File: src/rtl/matmul_pkg.sv
// Shared types for the matrix-product sequencer: FSM states and operand vector shape.
package matmul_pkg;
  localparam int VEC_N  = 32;
  localparam int ELEM_W = 8;

  typedef logic [VEC_N*ELEM_W-1:0] vec_t;

  typedef enum logic [2:0] {
    S_IDLE,
    S_FETCH_ROW,
    S_FETCH_COL,
    S_ISSUE,
    S_WAIT,
    S_WRITE,
    S_DONE
  } state_t;
endpackage

File: src/rtl/mem_fetch.sv
// Delays a read enable by RD_LAT cycles and captures the returned vector on that strobe.
// o_cap pulses exactly when i_data is valid; o_vec holds until the next capture.
module mem_fetch
  import matmul_pkg::*;
#(
  parameter int RD_LAT = 2,
  parameter int W      = VEC_N * ELEM_W
) (
  input  logic         clk,
  input  logic         rst_n,
  input  logic         i_en,
  input  logic [W-1:0] i_data,
  output logic [W-1:0] o_vec,
  output logic         o_cap
);
  logic [RD_LAT-1:0] r_sh;

  generate
    if (RD_LAT == 1) begin : g_one
      always_ff @(posedge clk or negedge rst_n) begin
        if (!rst_n) r_sh <= '0;
        else        r_sh <= i_en;
      end
    end else begin : g_multi
      always_ff @(posedge clk or negedge rst_n) begin
        if (!rst_n) r_sh <= '0;
        else        r_sh <= {r_sh[RD_LAT-2:0], i_en};
      end
    end
  endgenerate

  assign o_cap = r_sh[RD_LAT-1];

  always_ff @(posedge clk or negedge rst_n) begin
    if (!rst_n)     o_vec <= '0;
    else if (o_cap) o_vec <= i_data;
  end
endmodule

File: src/rtl/matmul_sched.sv
// Walks (i,j) over C = A x B^T: fetch row/column, issue one dot product, await it, write C[i*DIM_J+j].
// One element per (RD_LAT+1)+1+unit+1 cycles plus RD_LAT+1 per row; start is ignored while busy.
module matmul_sched
  import matmul_pkg::*;
#(
  parameter int N       = VEC_N,
  parameter int DIM_I   = 32,
  parameter int DIM_J   = 32,
  parameter int RD_LAT  = 2,
  parameter int TIMEOUT = 15,
  localparam int IW = (DIM_I > 1) ? $clog2(DIM_I) : 1,
  localparam int JW = (DIM_J > 1) ? $clog2(DIM_J) : 1,
  localparam int CW = (DIM_I * DIM_J > 1) ? $clog2(DIM_I * DIM_J) : 1,
  localparam int VW = N * ELEM_W
) (
  input  logic              clk,
  input  logic              rst_n,
  input  logic              start,
  output logic              busy,
  output logic              done,
  output logic              err,
  output logic              a_en,
  output logic [IW-1:0]     a_addr,
  input  logic [VW-1:0]     a_data,
  output logic              b_en,
  output logic [JW-1:0]     b_addr,
  input  logic [VW-1:0]     b_data,
  output logic [VW-1:0]     dp_row,
  output logic [VW-1:0]     dp_col,
  output logic              dp_valid,
  input  logic              dp_done,
  input  logic [ELEM_W-1:0] dp_result,
  output logic              c_we,
  output logic [CW-1:0]     c_addr,
  output logic [ELEM_W-1:0] c_data
);
  localparam int TW = $clog2(TIMEOUT + 1);
  localparam logic [IW-1:0] I_LAST = IW'(DIM_I - 1);
  localparam logic [JW-1:0] J_LAST = JW'(DIM_J - 1);
  localparam logic [TW-1:0] T_LAST = TW'(TIMEOUT - 1);

  state_t            r_state;
  logic [IW-1:0]     r_i;
  logic [JW-1:0]     r_j;
  logic [TW-1:0]     r_tmo;
  logic              r_busy, r_done, r_err;
  logic              r_a_en, r_b_en, r_dp_valid, r_c_we;
  logic [CW-1:0]     r_c_addr;
  logic [ELEM_W-1:0] r_c_data;
  logic              w_a_cap, w_b_cap;

  mem_fetch #(.RD_LAT(RD_LAT), .W(VW)) u_fetch_a (
    .clk(clk), .rst_n(rst_n), .i_en(r_a_en), .i_data(a_data), .o_vec(dp_row), .o_cap(w_a_cap)
  );

  mem_fetch #(.RD_LAT(RD_LAT), .W(VW)) u_fetch_b (
    .clk(clk), .rst_n(rst_n), .i_en(r_b_en), .i_data(b_data), .o_vec(dp_col), .o_cap(w_b_cap)
  );

  always_ff @(posedge clk or negedge rst_n) begin
    if (!rst_n) begin
      r_state    <= S_IDLE;
      r_i        <= '0;
      r_j        <= '0;
      r_tmo      <= '0;
      r_busy     <= 1'b0;
      r_done     <= 1'b0;
      r_err      <= 1'b0;
      r_a_en     <= 1'b0;
      r_b_en     <= 1'b0;
      r_dp_valid <= 1'b0;
      r_c_we     <= 1'b0;
      r_c_addr   <= '0;
      r_c_data   <= '0;
    end else begin
      r_a_en     <= 1'b0;
      r_b_en     <= 1'b0;
      r_dp_valid <= 1'b0;
      r_c_we     <= 1'b0;
      r_done     <= 1'b0;
      case (r_state)
        S_IDLE: if (start) begin
          r_i     <= '0;
          r_j     <= '0;
          r_err   <= 1'b0;
          r_busy  <= 1'b1;
          r_a_en  <= 1'b1;
          r_state <= S_FETCH_ROW;
        end
        S_FETCH_ROW: if (w_a_cap) begin
          r_b_en  <= 1'b1;
          r_state <= S_FETCH_COL;
        end
        S_FETCH_COL: if (w_b_cap) begin
          r_dp_valid <= 1'b1;
          r_state    <= S_ISSUE;
        end
        S_ISSUE: begin
          r_tmo   <= '0;
          r_state <= S_WAIT;
        end
        S_WAIT: begin
          if (dp_done) begin
            r_c_data <= dp_result;
            r_c_addr <= CW'(int'(r_i) * DIM_J + int'(r_j));
            r_c_we   <= 1'b1;
            r_state  <= S_WRITE;
          end else if (r_tmo == T_LAST) begin
            // Abandon the product: no write and no done pulse.
            r_err   <= 1'b1;
            r_busy  <= 1'b0;
            r_state <= S_IDLE;
          end else begin
            r_tmo <= r_tmo + 1'b1;
          end
        end
        S_WRITE: begin
          if (r_j != J_LAST) begin
            r_j     <= r_j + 1'b1;
            r_b_en  <= 1'b1;
            r_state <= S_FETCH_COL;
          end else if (r_i != I_LAST) begin
            r_j     <= '0;
            r_i     <= r_i + 1'b1;
            r_a_en  <= 1'b1;
            r_state <= S_FETCH_ROW;
          end else begin
            r_done  <= 1'b1;
            r_state <= S_DONE;
          end
        end
        S_DONE: begin
          r_busy  <= 1'b0;
          r_state <= S_IDLE;
        end
        default: r_state <= S_IDLE;
      endcase
    end
  end

  assign busy     = r_busy;
  assign done     = r_done;
  assign err      = r_err;
  assign a_en     = r_a_en;
  assign a_addr   = r_i;
  assign b_en     = r_b_en;
  assign b_addr   = r_j;
  assign dp_valid = r_dp_valid;
  assign c_we     = r_c_we;
  assign c_addr   = r_c_addr;
  assign c_data   = r_c_data;
endmodule

File: config.mk
export PLATFORM = sky130hd
export DESIGN_NAME = matmul_sched
export DESIGN_NICKNAME = d
export VERILOG_FILES = /design/src/rtl/matmul_pkg.sv /design/src/rtl/mem_fetch.sv /design/src/rtl/matmul_sched.sv
export SDC_FILE = /design/constraint.sdc
export NUM_CORES = 1
export LEC_CHECK = 0
export BUFFER_PORTS_ARGS = -buffer_cell sky130_fd_sc_hd__buf_2
export CORE_AREA = 2 2 416 418
export CTS_CLUSTER_DIAMETER = 60
export DETAILED_ROUTE_END_ITERATION = 12
export DIE_AREA = 0 0 418 420
export SYNTH_ARGS = -nofsm -noshare
export SYNTH_HDL_FRONTEND = slang
export SYNTH_SLANG_ARGS = --single-unit
File: constraint.sdc
create_clock -name clk -period 2.9 [get_ports clk]
set_clock_uncertainty 0.1 [all_clocks]
set_input_delay 0.145 -clock clk [delete_from_list [all_inputs] [get_ports clk]]
set_output_delay 0.145 -clock clk [all_outputs]
set_load 0.005 [all_outputs]
==> metrics <==
asr flop ratio synth 1.00; CTS tree yes; via count 17715; Static Leak 16.8 nW; Synth area leader dfrtp_1; worst skew pair latency 680 ps; synthesized area per cell 16.7 µm²; Main synth FF type dfrtp_1; post-synthesis sequential area ratio 0.670; post-synthesis xor/xnor area fraction 0.000420; Starting Density 0.122; # IOs 1071; Max Slew Vio Count 0; total wire length 110000 µm; Port Buf Inserts 1070; Crit Reg-Reg Endpoint b_addr[3]$_DFFE_PN0P_; Post-DP HPWL 87900 µm; post-detailed-route count of antenna-violating nets 0; r2r startpoint b_addr[0]$_DFFE_PN0P_; share of cells above drive strength 1 0.602; share of the synthesized area in the top cell type 0.670; Critical Path RT 3400 ps; simple-gate share of the synthesized area 0.0117; Final GP Congestion 0.928; commonest non-fill, non-tap cell in the layout buf_2; EDFF count, synth 0; ranking of synthesized cells by area dfrtp_1 67%, mux2_2 29%, buf_2 1.2%, ha_1 0.36%, a21oi_1 0.24%; maximum root-to-sink buffer count 3; initial antenna violation count 68; mux contribution to synthesized area 0.288; Iteration-0 DRC Markers 894; Max Clk Rate 0.421 GHz; Compound-Gate Fraction of Synth Area 0.0106; Area Overhead vs Synth 78.6%; # clock sinks 558; nets 3443; Finished Layout Cells 5232; Residual DRC 0; Post-Syn Instances 1248; gr usage total 0.119; clock slew at reported path FFs 60 ps; TNS Setup 0 ps; register bit total from synthesis 558; placed insts 4544; Max-slew headroom 0.303; post-synthesis adder-cell area fraction 0.00360; Worst Hold Class input pin to async pin; CP Capture Type register; # H-tree levels 3; first-pass GRT wire length 145000 µm; status completed; vias in the first global route 18673; largest net degree at the start of global routing 79; grt total ovfl 0; Max-Cap Viols 0; largest family of logic cells by synthesized area multiplexers; Pwr per Cell Area 1010 nW/µm²; CTS Buf Count 76; Distinct cells, synth 37; commonest cells after routing, fill and taps aside 1069 x buf_2, 556 x dfrtp_1, 531 x mux2_2; core area 171000 µm²; Worst Setup Path Type register to register; Setup Viol. Count Final 0; Critical Path AT 2870 ps; Setup crit start kind register; Die Ht 420 µm; WL/cell 20.9 µm; CP startpoint b_addr[0]$_DFFE_PN0P_; Site Rows 152; Peak VDD IR 0.559 mV; worst-margin pin slew 1050 ps; Fin Hold WS 96.7 ps; Die Width 418 µm; final worst path period share 0.819; end of the critical path b_addr[3]$_DFFE_PN0P_; Reg2Reg Depth 7; Syn Nets 1778; FF-to-FF setup slack 520 ps; Fin. Hold Viols 0; die area 176000 µm²; number of synthesis warnings 0; via density per instance 3.39; Syn Std Cell Area 20800 µm²; Pre-Repair DR Iteration Count 5; RSZ-0062 raised after global routing false; Root Buffer clkbuf_16; min cycle time layout 2380 ps; Max FO, Critical Path 9
[state kept, by name, indices dropped and copies added, names as in the netlist]
| register | count |
|---|---|
| busy | 1 |
| c_addr | 10 |
| a_addr | 5 |
| b_addr | 5 |
| b_en | 1 |
| c_we | 1 |
| err | 1 |
| u_fetch_b.o_vec | 256 |
| u_fetch_a.r_sh | 2 |
| u_fetch_b.r_sh | 2 |
| r_tmo | 4 |
| c_data | 8 |
| u_fetch_a.o_vec | 256 |
| r_state | 3 |
| done | 1 |
| dp_valid | 1 |
| a_en | 1 |
[metrics by stage]
stage / cell area [µm²] / worst slack (ps) / power [mW] / util
floorplan: 20800 / 820 / 19.6 / -
global placement: 29300 / 546 / 27.4 / 0.171
detailed placement: 29300 / 530 / 27.7 / 0.171
CTS: 37200 / 517 / 38.4 / 0.217
global route: 37200 / 390 / 40.1 / 0.218
finish: 37200 / 524 / 37.8 / 0.218
[per-layer routing]
| metal | track usage | wire length [µm] |
|---|---|---|
| met1 | 0.134 | 41400 |
| met2 | 0.189 | 51300 |
| met4 | 0.0423 | 3260 |
| met5 | 0 | 72 |
| met3 | 0.0655 | 13600 |
[worst min-delay path by stage]
| stage | start | to | slack, ps | cells after the start |
|---|---|---|---|---|
| floorplan | rst_n | a_addr[0]$_DFFE_PN0P_ | -250 | 0 |
| global placement | rst_n | u_fetch_a.o_vec[225]$_DFFE_PN0P_ | 200 | 1 |
| detailed placement | rst_n | u_fetch_a.o_vec[225]$_DFFE_PN0P_ | 200 | 1 |
| CTS | a_data[157] | u_fetch_a.o_vec[157]$_DFFE_PN0P_ | 30 | 3 |
| global route | a_data[144] | u_fetch_a.o_vec[144]$_DFFE_PN0P_ | 60 | 3 |
| finish | rst_n | u_fetch_b.o_vec[244]$_DFFE_PN0P_ | 100 | 2 |
[cell families (layout without fill, tap and decap cells)]
| family | Yosys count | after routing |
|---|---|---|
| and+or+nand+nor | 45 | 45 |
| muxes | 533 | 533 |
| other | 0 | 24 |
| AOI/OAI and AO/OA | 34 | 34 |
| adders and majority gates | 6 | 6 |
| xor gates and xnor gates | 1 | 1 |
| buffers and inverters | 71 | 1798 |
| DFF | 558 | 558 |
[final cells by class]
cell class                 count  area, µm²
sequential                   558      14000
tap                         2233       2790
inverter                       6       22.5
clock buffer                 103       2160
timing repair buffer        1652      11200
antenna                       24       60.1
clock inverter                37        452
fill                       18152     134000
multi-input combinational    619       6550
[report_power, final]
group          switching (mW)  internal, mW
Sequential               2.61          11.7
Combinational            6.34          7.38
Clock                    4.01          5.72
[cell usage after synthesis (all sizes together) (4+ instances only)]
master  number
a21oi       10
nand2b       7
ha           6
o21ai        7
dfrtp      558
inv          6
mux2       531
nor2         7
nand2        8
clkbuf      12
o31ai        4
and3         4
nor3         4
nand3        7
buf         53
[worst max-delay path, cell delays in order (launching register included)]
cell	delay (ps)
dfrtp_1	430
ha_1	240
and3_1	180
ha_1	250
nand2_1	110
a31oi_1	240
or4_1	550
a21oi_1	190
[what timing repair did]
item / in CTS / in global routing
buffers inserted: 0 / 0
gates resized for setup: 0 / 0
hold endpoints to repair: 671 / 0
hold buffers: 524 / 0
No activity file was read; power rests on OpenSTA's default activity.
